## config.mk

```make
export PLATFORM = sky130hd
export DESIGN_NAME = wide_add_sequencer
export DESIGN_NICKNAME = d
export VERILOG_FILES = /design/src/rtl/wide_add_sequencer.sv
export SDC_FILE = /design/constraint.sdc
export NUM_CORES = 1
export LEC_CHECK = 0
export CAP_MARGIN = 20
export CORE_MARGIN = 10
export CORE_UTILIZATION = 45
export DETAILED_ROUTE_END_ITERATION = 7
export GPL_ROUTABILITY_DRIVEN = 0
export PLACE_DENSITY = 0.76
export SLEW_MARGIN = 20
export SYNTH_ARGS = -nofsm -noshare
export SYNTH_HDL_FRONTEND = slang
export SYNTH_SLANG_ARGS = --single-unit
```

## constraint.sdc

```tcl
create_clock -name clk -period 3.29 [get_ports clk]
set_clock_uncertainty 0.1 [all_clocks]
set_input_delay 0.4935 -clock clk [delete_from_list [all_inputs] [get_ports clk]]
set_output_delay 0.4935 -clock clk [all_outputs]
set_load 0.005 [all_outputs]
```

## src/rtl/wide_add_sequencer.sv

```systemverilog
// Multi-precision adder: runs one shared 8-bit word adder over NWORDS limbs, LSB first.
// Optional build macro WIDE_ADD_SUB_EN adds a `sub` input selecting A-B instead of A+B.
module wide_add_sequencer #(
    parameter int unsigned NWORDS = 4
) (
    input  logic                  clk,
    input  logic                  reset,
    input  logic                  in_valid,
    output logic                  in_ready,
    input  logic [8*NWORDS-1:0]   a_in,
    input  logic [8*NWORDS-1:0]   b_in,
    input  logic                  cin,
`ifdef WIDE_ADD_SUB_EN
    input  logic                  sub,
`endif
    output logic                  out_valid,
    input  logic                  out_ready,
    output logic [8*NWORDS-1:0]   sum,
    output logic                  cout,
    output logic                  busy
);

    localparam int unsigned W     = 8 * NWORDS;
    localparam int unsigned IDX_W = (NWORDS > 1) ? $clog2(NWORDS) : 1;
    localparam int unsigned SEL_W = IDX_W + 3;

    typedef enum logic [1:0] {
        IDLE = 2'd0,
        RUN  = 2'd1,
        DONE = 2'd2
    } state_t;

    state_t             state;
    state_t             state_nxt;
    logic [W-1:0]       op_a;
    logic [W-1:0]       op_b;
    logic               carry;
    logic [IDX_W-1:0]   idx;
    logic               last_limb;
    logic               accept;
    logic               first_carry;
    logic [SEL_W-1:0]   limb_sel;
    logic [7:0]         limb_a;
    logic [7:0]         limb_b;
    logic [8:0]         add_res;

    assign last_limb = (idx == IDX_W'(NWORDS - 1));
    assign accept    = (state == IDLE) && in_valid;
    assign limb_sel  = {idx, 3'b000};

`ifdef WIDE_ADD_SUB_EN
    logic sub_q;

    // Subtraction is A + ~B + 1, so only the initial carry and the B limb change.
    assign first_carry = sub ? 1'b1 : cin;

    always_ff @(posedge clk) begin
        if (reset) begin
            sub_q <= 1'b0;
        end else if (accept) begin
            sub_q <= sub;
        end
    end
`else
    assign first_carry = cin;
`endif

    // Shared word adder fed from the current limb of the latched operands.
    always_comb begin
        limb_a = op_a[limb_sel +: 8];
        limb_b = op_b[limb_sel +: 8];
`ifdef WIDE_ADD_SUB_EN
        if (sub_q) begin
            limb_b = ~op_b[limb_sel +: 8];
        end
`endif
        add_res = 9'(limb_a) + 9'(limb_b) + 9'(carry);
    end

    // State register.
    always_ff @(posedge clk) begin
        if (reset) begin
            state <= IDLE;
        end else begin
            state <= state_nxt;
        end
    end

    // Next-state logic.
    always_comb begin
        state_nxt = state;
        case (state)
            IDLE:    if (in_valid)  state_nxt = RUN;
            RUN:     if (last_limb) state_nxt = DONE;
            DONE:    if (out_ready) state_nxt = IDLE;
            default: state_nxt = IDLE;
        endcase
    end

    // Handshake and status outputs decoded from the state register.
    always_comb begin
        in_ready  = 1'b0;
        out_valid = 1'b0;
        busy      = 1'b1;
        case (state)
            IDLE: begin
                in_ready = 1'b1;
                busy     = 1'b0;
            end
            DONE:    out_valid = 1'b1;
            default: ;
        endcase
    end

    // Operand capture and limb-by-limb result accumulation.
    always_ff @(posedge clk) begin
        if (reset) begin
            op_a  <= '0;
            op_b  <= '0;
            carry <= 1'b0;
            idx   <= '0;
            sum   <= '0;
            cout  <= 1'b0;
        end else if (accept) begin
            op_a  <= a_in;
            op_b  <= b_in;
            carry <= first_carry;
            idx   <= '0;
        end else if (state == RUN) begin
            sum[limb_sel +: 8] <= add_res[7:0];
            carry              <= add_res[8];
            if (last_limb) begin
                cout <= add_res[8];
            end else begin
                idx <= idx + IDX_W'(1);
            end
        end
    end

endmodule
```

== Yosys cells after proc, flatten, opt, wreduce, memory -nomap -nowiden ==
Index checks and enable logic that the tools add are counted.

* Add/subtract/negate cells: 4
* Equality and inequality tests: 6
* Shift operators: 4
* Muxes and demuxes: 10
* Bitwise operators: 2
* Reduce and logical (&&, ||, !) cells: 8

{| class="wikitable"
|+ Operators with widths
! operator !! number
|-
| variable part select 32 x 6 -> 8 bit || 2
|-
| bitwise mux 32 bit || 1
|-
| variable shift 8 x 7 -> 32 bit (first input constant) || 1
|-
| variable part select 8 x 7 -> 32 bit || 1
|-
| adder 8 x 8 -> 9 bit || 1
|-
| adder 9 x 1 -> 9 bit || 1
|-
| negation 5 -> 7 bit || 1
|-
| two-way mux 2 bit || 3
|-
| != test 2 bit (second input constant) || 3
|-
| one-hot mux 2 bit (3 select lines) || 1
|-
| AND reduction 3 bit || 2
|-
| two-way mux 1 bit || 5
|-
| equality test 2 bit (second input constant) || 2
|-
| AND reduction 2 bit || 2
|-
| adder 2 x 1 -> 2 bit (second input constant) || 1
|-
| equality test 2 x 1 -> 1 bit (second input constant) || 1
|-
| zero test 2 bit || 1
|-
| inverter 1 bit || 2
|-
| nonzero test 2 bit || 1
|-
| OR reduction 2 bit || 1
|-
| logical AND 1 bit || 1
|}

* Register bits: 102
* Bits of input ports: 69
* Output and inout port bits: 36
* Logic and storage cells: 41

== Longest topological paths before layout ==
Gate-level depths: netlist of the first run.

* Depth in word-level cells: 5
* Depth in mapped cells: 9

== Least setup slack after synthesis of the first run ==
OpenSTA, ideal clock, no wires.

* Path kind: register -> register
* Start: register idx[0]
* End: register sum[6]
* Library setup time: 0.128 ns
* Arrival: 2.880 ns
* Data required time: 3.062 ns
* Slack: 0.183 ns
* Stages on the path, launching flop included: 10
* Period minus slack after synthesis: 3.107 ns
* Cells stage by stage: dfxtp_1 buf_2 mux4_2 fa_1 fa_1 a21o_1 a221oi_2 xnor2_1 a22oi_1 nor2_1

* Word-level cells in the longest chain between the ends: 5
* Elaborated cells between the ends (all ways): 8
* Classes of those cells: add/sub (3); shift (4); mux (1)

{| class="wikitable"
|+ Ends and longest elaborated chain
! element !! line !! source
|-
| start: declaration || 38 || <nowiki>logic [IDX_W-1:0] idx;</nowiki>
|-
| start signal: assignment || 135 || <nowiki>idx <= idx + IDX_W'(1);</nowiki>
|-
| variable part select 32 x 6 -> 8 bit, on equally long branches || 70, 71 ||
|-
| adder 8 x 8 -> 9 bit || 77 || <nowiki>add_res = 9'(limb_a) + 9'(limb_b) + 9'(carry);</nowiki>
|-
| adder 9 x 1 -> 9 bit || 77 ||
|-
| variable part select 8 x 7 -> 32 bit || 130 || <nowiki>sum[limb_sel +: 8] <= add_res[7:0];</nowiki>
|-
| bitwise mux 32 bit (*) || 130 ||
|-
| end signal: indexed assignment || 130 ||
|-
| end: declaration || 18 || <nowiki>output logic [8*NWORDS-1:0] sum,</nowiki>
|}

Every way passes the cells marked *; elsewhere a longest branch is shown, timed or not.
A chain may end at the register's enable or synchronous reset.

== Worst setup path in the final report of the first run ==
* Start: register idx[0]
* End: register sum[30]

The elaborated chain is that of the path after synthesis.

==> metrics.md, run 1 <==
| Metric | Value |
|---|---|
| Place WS | `0.345 ns` |
| Max cap viols | `0` |
| GRT Util Overall | `15.8%` |
| Power consumption | `2570 µW` |
| F_max | `336 MHz` |
| CP top delay family | `adder cells` |
| Clk sink count | `102` |
| Full die area | `14000 µm²` |
| Cts bufs inserted | `9` |
| H-tree depth | `3` |
| Worst path max stage delay | `0.54 ns` |
| Number of diodes | `0` |
| FP Rows | `35` |
| Synth Flop Type | `dfxtp_1` |
| Drt first pass iters | `5` |
| CTS tree | `yes` |
| Hpwl dp | `8.63 mm` |
| Max Slew Vio Count | `0` |
| Async set or reset register ratio after synthesis | `0%` |
| Avg Synthesized Cell Area | `9.00 µm²` |
| Antenna violations before repair | `0` |
| CP Capture Type | `flop` |
| Fillers | `820` |
| IO Port Bufs | `104` |
| I/O Pins | `105` |
| Min Tclk post-route | `2.97 ns` |
| Core Region | `9330 µm²` |
| CTS clock-pin slew for the worst setup and hold paths | `0.10 ns` |
| Buf+Inv Stages, Crit Path | `0` |
| Worst-margin pin slew | `0.995 ns` |
| RSZ-0062 raised after global routing | `false` |
| Max FO, Critical Path | `4` |
| Die span in y | `118 µm` |
| Global-route wire length before repair | `18.8 mm` |
| Crit-path cells | `mux4_2 -> fa_1 -> fa_1 -> a21o_1 -> a221oi_2 -> xnor2_1 -> a22oi_1 -> nor2_1` |
| Layout area overhead | `30.7%` |
| Vias | `3735` |
| Max transition margin | `33.6%` |
| Initial core utilization | `46.7%` |
| Worst VDD drop | `0.225 mV` |
| DRC Markers | `0` |
| Setup ws final | `0.318 ns` |
| CP max stage cell | `mux4_2` |
| Number of synthesized flops with an enable pin | `0` |
| Worst Path Required | `3.41 ns` |
| Die Wd | `118 µm` |
| #FFs+latches synth | `102` |
| Status | `finished, final reports clean` |
| Hold_buf cts | `0` |
| Final Hold Viols | `0` |
| Clock Tree Buf Depth | `2` |
| Worst skew pair latency | `0.37 ns` |
| Final WL | `11.3 mm` |
| Leakage Power | `0.00211 µW` |
| Tcrit/Tclk final | `90.3%` |
| Worst Setup Start Kind | `flop` |
| Crit path DAT | `3.09 ns` |
| PD cells | `451 nW/µm²` |
| Via density per instance | `5.26` |
| Post-synth net total | `568` |
| Register area share after synthesis | `46.9%` |
| CTS resizes | `0` |
| Setup TNS | `0 ns` |
| Largest net degree at the start of global routing | `103` |
| Post-synthesis instance total | `484` |
| CTS Root Buffer Type | `clkbuf_8` |
| Count of different cell masters after synthesis | `37` |
| # Post-CTS Setup Buffers | `0` |
| Vias in the first global route | `3782` |
| Hold WS | `0.360 ns` |
| Syn Std Cell Area | `4360 µm²` |
| Per-cell routed wire length | `16.0 µm` |
| Post-route ant nets | `0` |
| Hold Crit Class | `reg -> reg` |
| Final setup violation count | `0` |
| CP dominant cell by count | `fa_1` |
| Initial DRC Count | `227` |
| Final nets | `660` |
| Grt ovf | `0` |
| Synth Warn # | `0` |
| Setup CP Type | `reg -> reg` |
| Share of layout cells above drive strength 1 | `9.47%` |
-- layer usage --
layer / track usage (%) / vias up / share of wire (%)
li1: - / 1851 / -
met1: 20.0 / 1724 / 44
met2: 25.6 / 146 / 47
met3: 4.62 / 14 / 7.6
met4: 4.66 / 0 / 1.2
met5: 0 / - / 0
-- worst paths after layout --
path / start / end / slack, ns / depth (start not counted)
worst max-delay path: idx[0] / sum[30] / 0.32 / 8
worst min-delay path: op_a[5] / op_a[5] / 0.36 / 2
worst max register to register: idx[0] / sum[30] / 0.32 / 8
worst min register to register: op_a[5] / op_a[5] / 0.36 / 2
-- synth_stat cells, types with 4 or more instances --
master	count	area share (%)
inv_1	4	0.34
a22oi_1	28	4.8
nand2_1	137	12
ha_1	13	3.7
mux4_2	16	8.3
clkbuf_1	19	1.6
dfxtp_1	102	47
xnor2_1	4	0.80
nor2_1	34	2.9
a21oi_1	73	8.4
buf_2	6	0.69
o21ai_0	4	0.46
-- cell families after synthesis --
logic type / synth area share [%]
adders and majority gates: 4.65
AOI/OAI and AO/OA: 16.0
and+or+nand+nor: 19.0
muxes: 8.73
buffers and inverters: 3.53
xor gates and xnor gates: 1.21
DFF: 46.9
-- flip-flops by register name (all words and copies together) (netlist names) --
signal / flops
carry: 1
cout: 1
op_b: 32
idx: 2
op_a: 32
sum: 32
state: 2
-- worst reg2reg max path, cell delays in order, from the launching register on --
cell	delay [ns]
dfxtp_2	0.38
mux4_2	0.54
fa_1	0.46
fa_1	0.42
a21o_1	0.22
a221oi_2	0.29
xnor2_1	0.16
a22oi_1	0.19
nor2_1	0.07
-- report_power, final --
group          switching, µW  internal, µW
registers               30.0          1290
clock network            466           371
logic                    216           193
total                    712          1860
-- cell type report --
class	instances	area, µm²	area share (%)
clock buffer	9	124	2.18
clock inverter	7	87.6	1.54
inverter	4	15.0	0.264
multi-input combinational	347	2160	38.0
sequential	102	2040	35.9
tap	129	161	2.84
timing repair buffer	112	1100	19.3
-- metrics by stage --
stage | instances | area (µm²) | utilization [%]
2_1_floorplan | 484 | 4360 | -
3_3_place_gp | 694 | 5480 | 58.8
3_5_place_dp | 694 | 5480 | 58.8
4_1_cts | 710 | 5690 | 61.0
5_1_grt | 710 | 5690 | 61.0
6_report | 710 | 5690 | 61.0
-- cell usage in the layout (no fill, tap or decap), types with 2 or more instances in the layout --
| cell | count |
|---|---|
| nand2_1 | 136 |
| a22oi_1 | 28 |
| nand2b_1 | 2 |
| clkdlybuf4s50_1 | 103 |
| dfxtp_1 | 101 |
| clkinv_4 | 2 |
| nor2_1 | 34 |
| nand3b_1 | 2 |
| buf_4 | 9 |
| nor4_4 | 3 |
| a21o_1 | 3 |
| o21ai_0 | 4 |
| a211oi_1 | 2 |
| inv_1 | 4 |
| ha_1 | 13 |
| nand2_2 | 4 |
| fa_1 | 2 |
| xnor2_1 | 4 |
| mux4_2 | 16 |
| a21oi_1 | 73 |
| xor2_1 | 2 |
| nor3_1 | 3 |
| o21ai_1 | 3 |
| inv_8 | 2 |
| inv_6 | 2 |
| mux2i_1 | 2 |
| clkbuf_8 | 9 |
(Power assumes the default switching activity.)
==> run 2, diff against run 1 <==
CORE_ASPECT_RATIO = 1.1   (was unset)
==> metrics.md, run 2 (synthesis gave the netlist of run 1 again) <==
| Metric | Value |
|---|---|
| Leakage Power | `0.00211 µW` |
| Worst Setup Start Kind | `flop` |
| CTS tree | `yes` |
| Grt ovf | `0` |
| Number of diodes | `0` |
| Hold Crit Class | `reg -> reg` |
| CTS clock-pin slew for the worst setup and hold paths | `0.10 ns` |
| F_max | `330 MHz` |
| Worst-margin pin slew | `0.652 ns` |
| CTS Root Buffer Type | `clkbuf_8` |
| Crit path DAT | `3.23 ns` |
| Share of layout cells above drive strength 1 | `9.29%` |
| GRT Util Overall | `16.5%` |
| Cts bufs inserted | `9` |
| Worst Path Required | `3.49 ns` |
| Max transition margin | `56.6%` |
| Drt first pass iters | `4` |
| FP Rows | `37` |
| Initial DRC Count | `181` |
| CP dominant cell by count | `fa_1` |
| Crit-path cells | `mux4_2 -> fa_1 -> fa_1 -> a21o_1 -> a221oi_2 -> xnor2_1 -> a22oi_1 -> nor2_1` |
| PD cells | `440 nW/µm²` |
| Most common cell after layout, fill and taps aside | `nand2_1` |
| Final nets | `660` |
| Hold WS | `0.359 ns` |
| Post-route ant nets | `0` |
| Setup TNS | `0 ns` |
| Commonest non-fill, non-tap cells in the layout | `nand2_1, clkdlybuf4s50_1, dfxtp_1` |
| Setup CP Type | `reg -> reg` |
| Clock Tree Buf Depth | `2` |
| Max Slew Vio Count | `0` |
| Core Region | `9400 µm²` |
| CP max stage cell | `mux4_2` |
| Final Hold Viols | `0` |
| Vias | `3690` |
| Fillers | `795` |
| Max FO, Critical Path | `4` |
| Worst VDD drop | `0.226 mV` |
| Per-cell routed wire length | `16.7 µm` |
| RSZ-0062 raised after global routing | `false` |
| I/O Pins | `105` |
| Max cap viols | `0` |
| Via density per instance | `5.29` |
| Hpwl dp | `9.06 mm` |
| Full die area | `14000 µm²` |
| Largest net degree at the start of global routing | `70` |
| Final WL | `11.7 mm` |
| Layout area overhead | `30.4%` |
| Die span in y | `123 µm` |
| Antenna violations before repair | `0` |
| Clk sink count | `102` |
| CTS resizes | `0` |
| Biggest regs | `op_a x32, op_b x32, sum x32` |
| CP Capture Type | `flop` |
| IO Port Bufs | `104` |
| Hold_buf cts | `0` |
| Worst path max stage delay | `0.55 ns` |
| # Post-CTS Setup Buffers | `0` |
| H-tree depth | `3` |
| Tcrit/Tclk final | `92.1%` |
| Die Wd | `114 µm` |
| Status | `finished, final reports clean` |
| Worst skew pair latency | `0.38 ns` |
| Final setup violation count | `0` |
| Global-route wire length before repair | `19.0 mm` |
| Vias in the first global route | `3753` |
| Initial core utilization | `46.3%` |
| DRC Markers | `0` |
| Final Util | `60.4%` |
| Min Tclk post-route | `3.03 ns` |
[run 2: cell type report]
cell class / count / area [µm²] / share of cell area, %
multi-input combinational: 347 / 2160 / 38.1
clock inverter: 6 / 53.8 / 0.947
clock buffer: 10 / 138 / 2.42
sequential: 102 / 2040 / 36.0
timing repair buffer: 112 / 1120 / 19.7
tap: 117 / 146 / 2.58
inverter: 4 / 15.0 / 0.264
[run 2: worst max-delay path, delay by kind of cell, from the launching register on]
kind / cells / cell delay (ns)
AO/OA/AOI/OAI: 3 / 0.61
XOR/XNOR: 1 / 0.23
adder cells (fa/ha/maj): 2 / 0.89
flip-flops: 1 / 0.43
multiplexers: 1 / 0.55
AND/OR/NAND/NOR: 1 / 0.14
[run 2: layer usage]
metal | vias up | wire, µm | global-route usage, %
li1 | 1840 | - | -
met1 | 1725 | 5150 | 20.8
met2 | 112 | 5600 | 26.9
met3 | 13 | 743 | 4.07
met4 | 0 | 184 | 5.72
met5 | - | 0 | 0
[run 2: worst paths after layout]
check / startpoint / end / slack, ns / cells after the start
setup / recovery: idx[0] / sum[30] / 0.26 / 8
hold / removal: op_a[26] / op_a[26] / 0.36 / 2
hold reg to reg: op_a[26] / op_a[26] / 0.36 / 2
setup reg to reg: idx[0] / sum[30] / 0.26 / 8
[run 2: per-stage QoR]
stage / total power, µW / setup slack [ns] / cells / instance area [µm²]
final: 2500 / 0.260 / 698 / 5680
after global routing: 2600 / 0.105 / 698 / 5680
after CTS: 2510 / 0.274 / 698 / 5680
after detailed placement: 1770 / 0.285 / 682 / 5490
after global placement: 1750 / 0.401 / 682 / 5490
after floorplan: 1590 / 0.183 / 484 / 4360
[run 2: power breakdown]
| group | internal [µW] | switching (µW) | total (µW) |
|---|---|---|---|
| Sequential | 1290 | 34.9 | 1330 |
| Clock | 309 | 452 | 762 |
| Combinational | 196 | 216 | 413 |
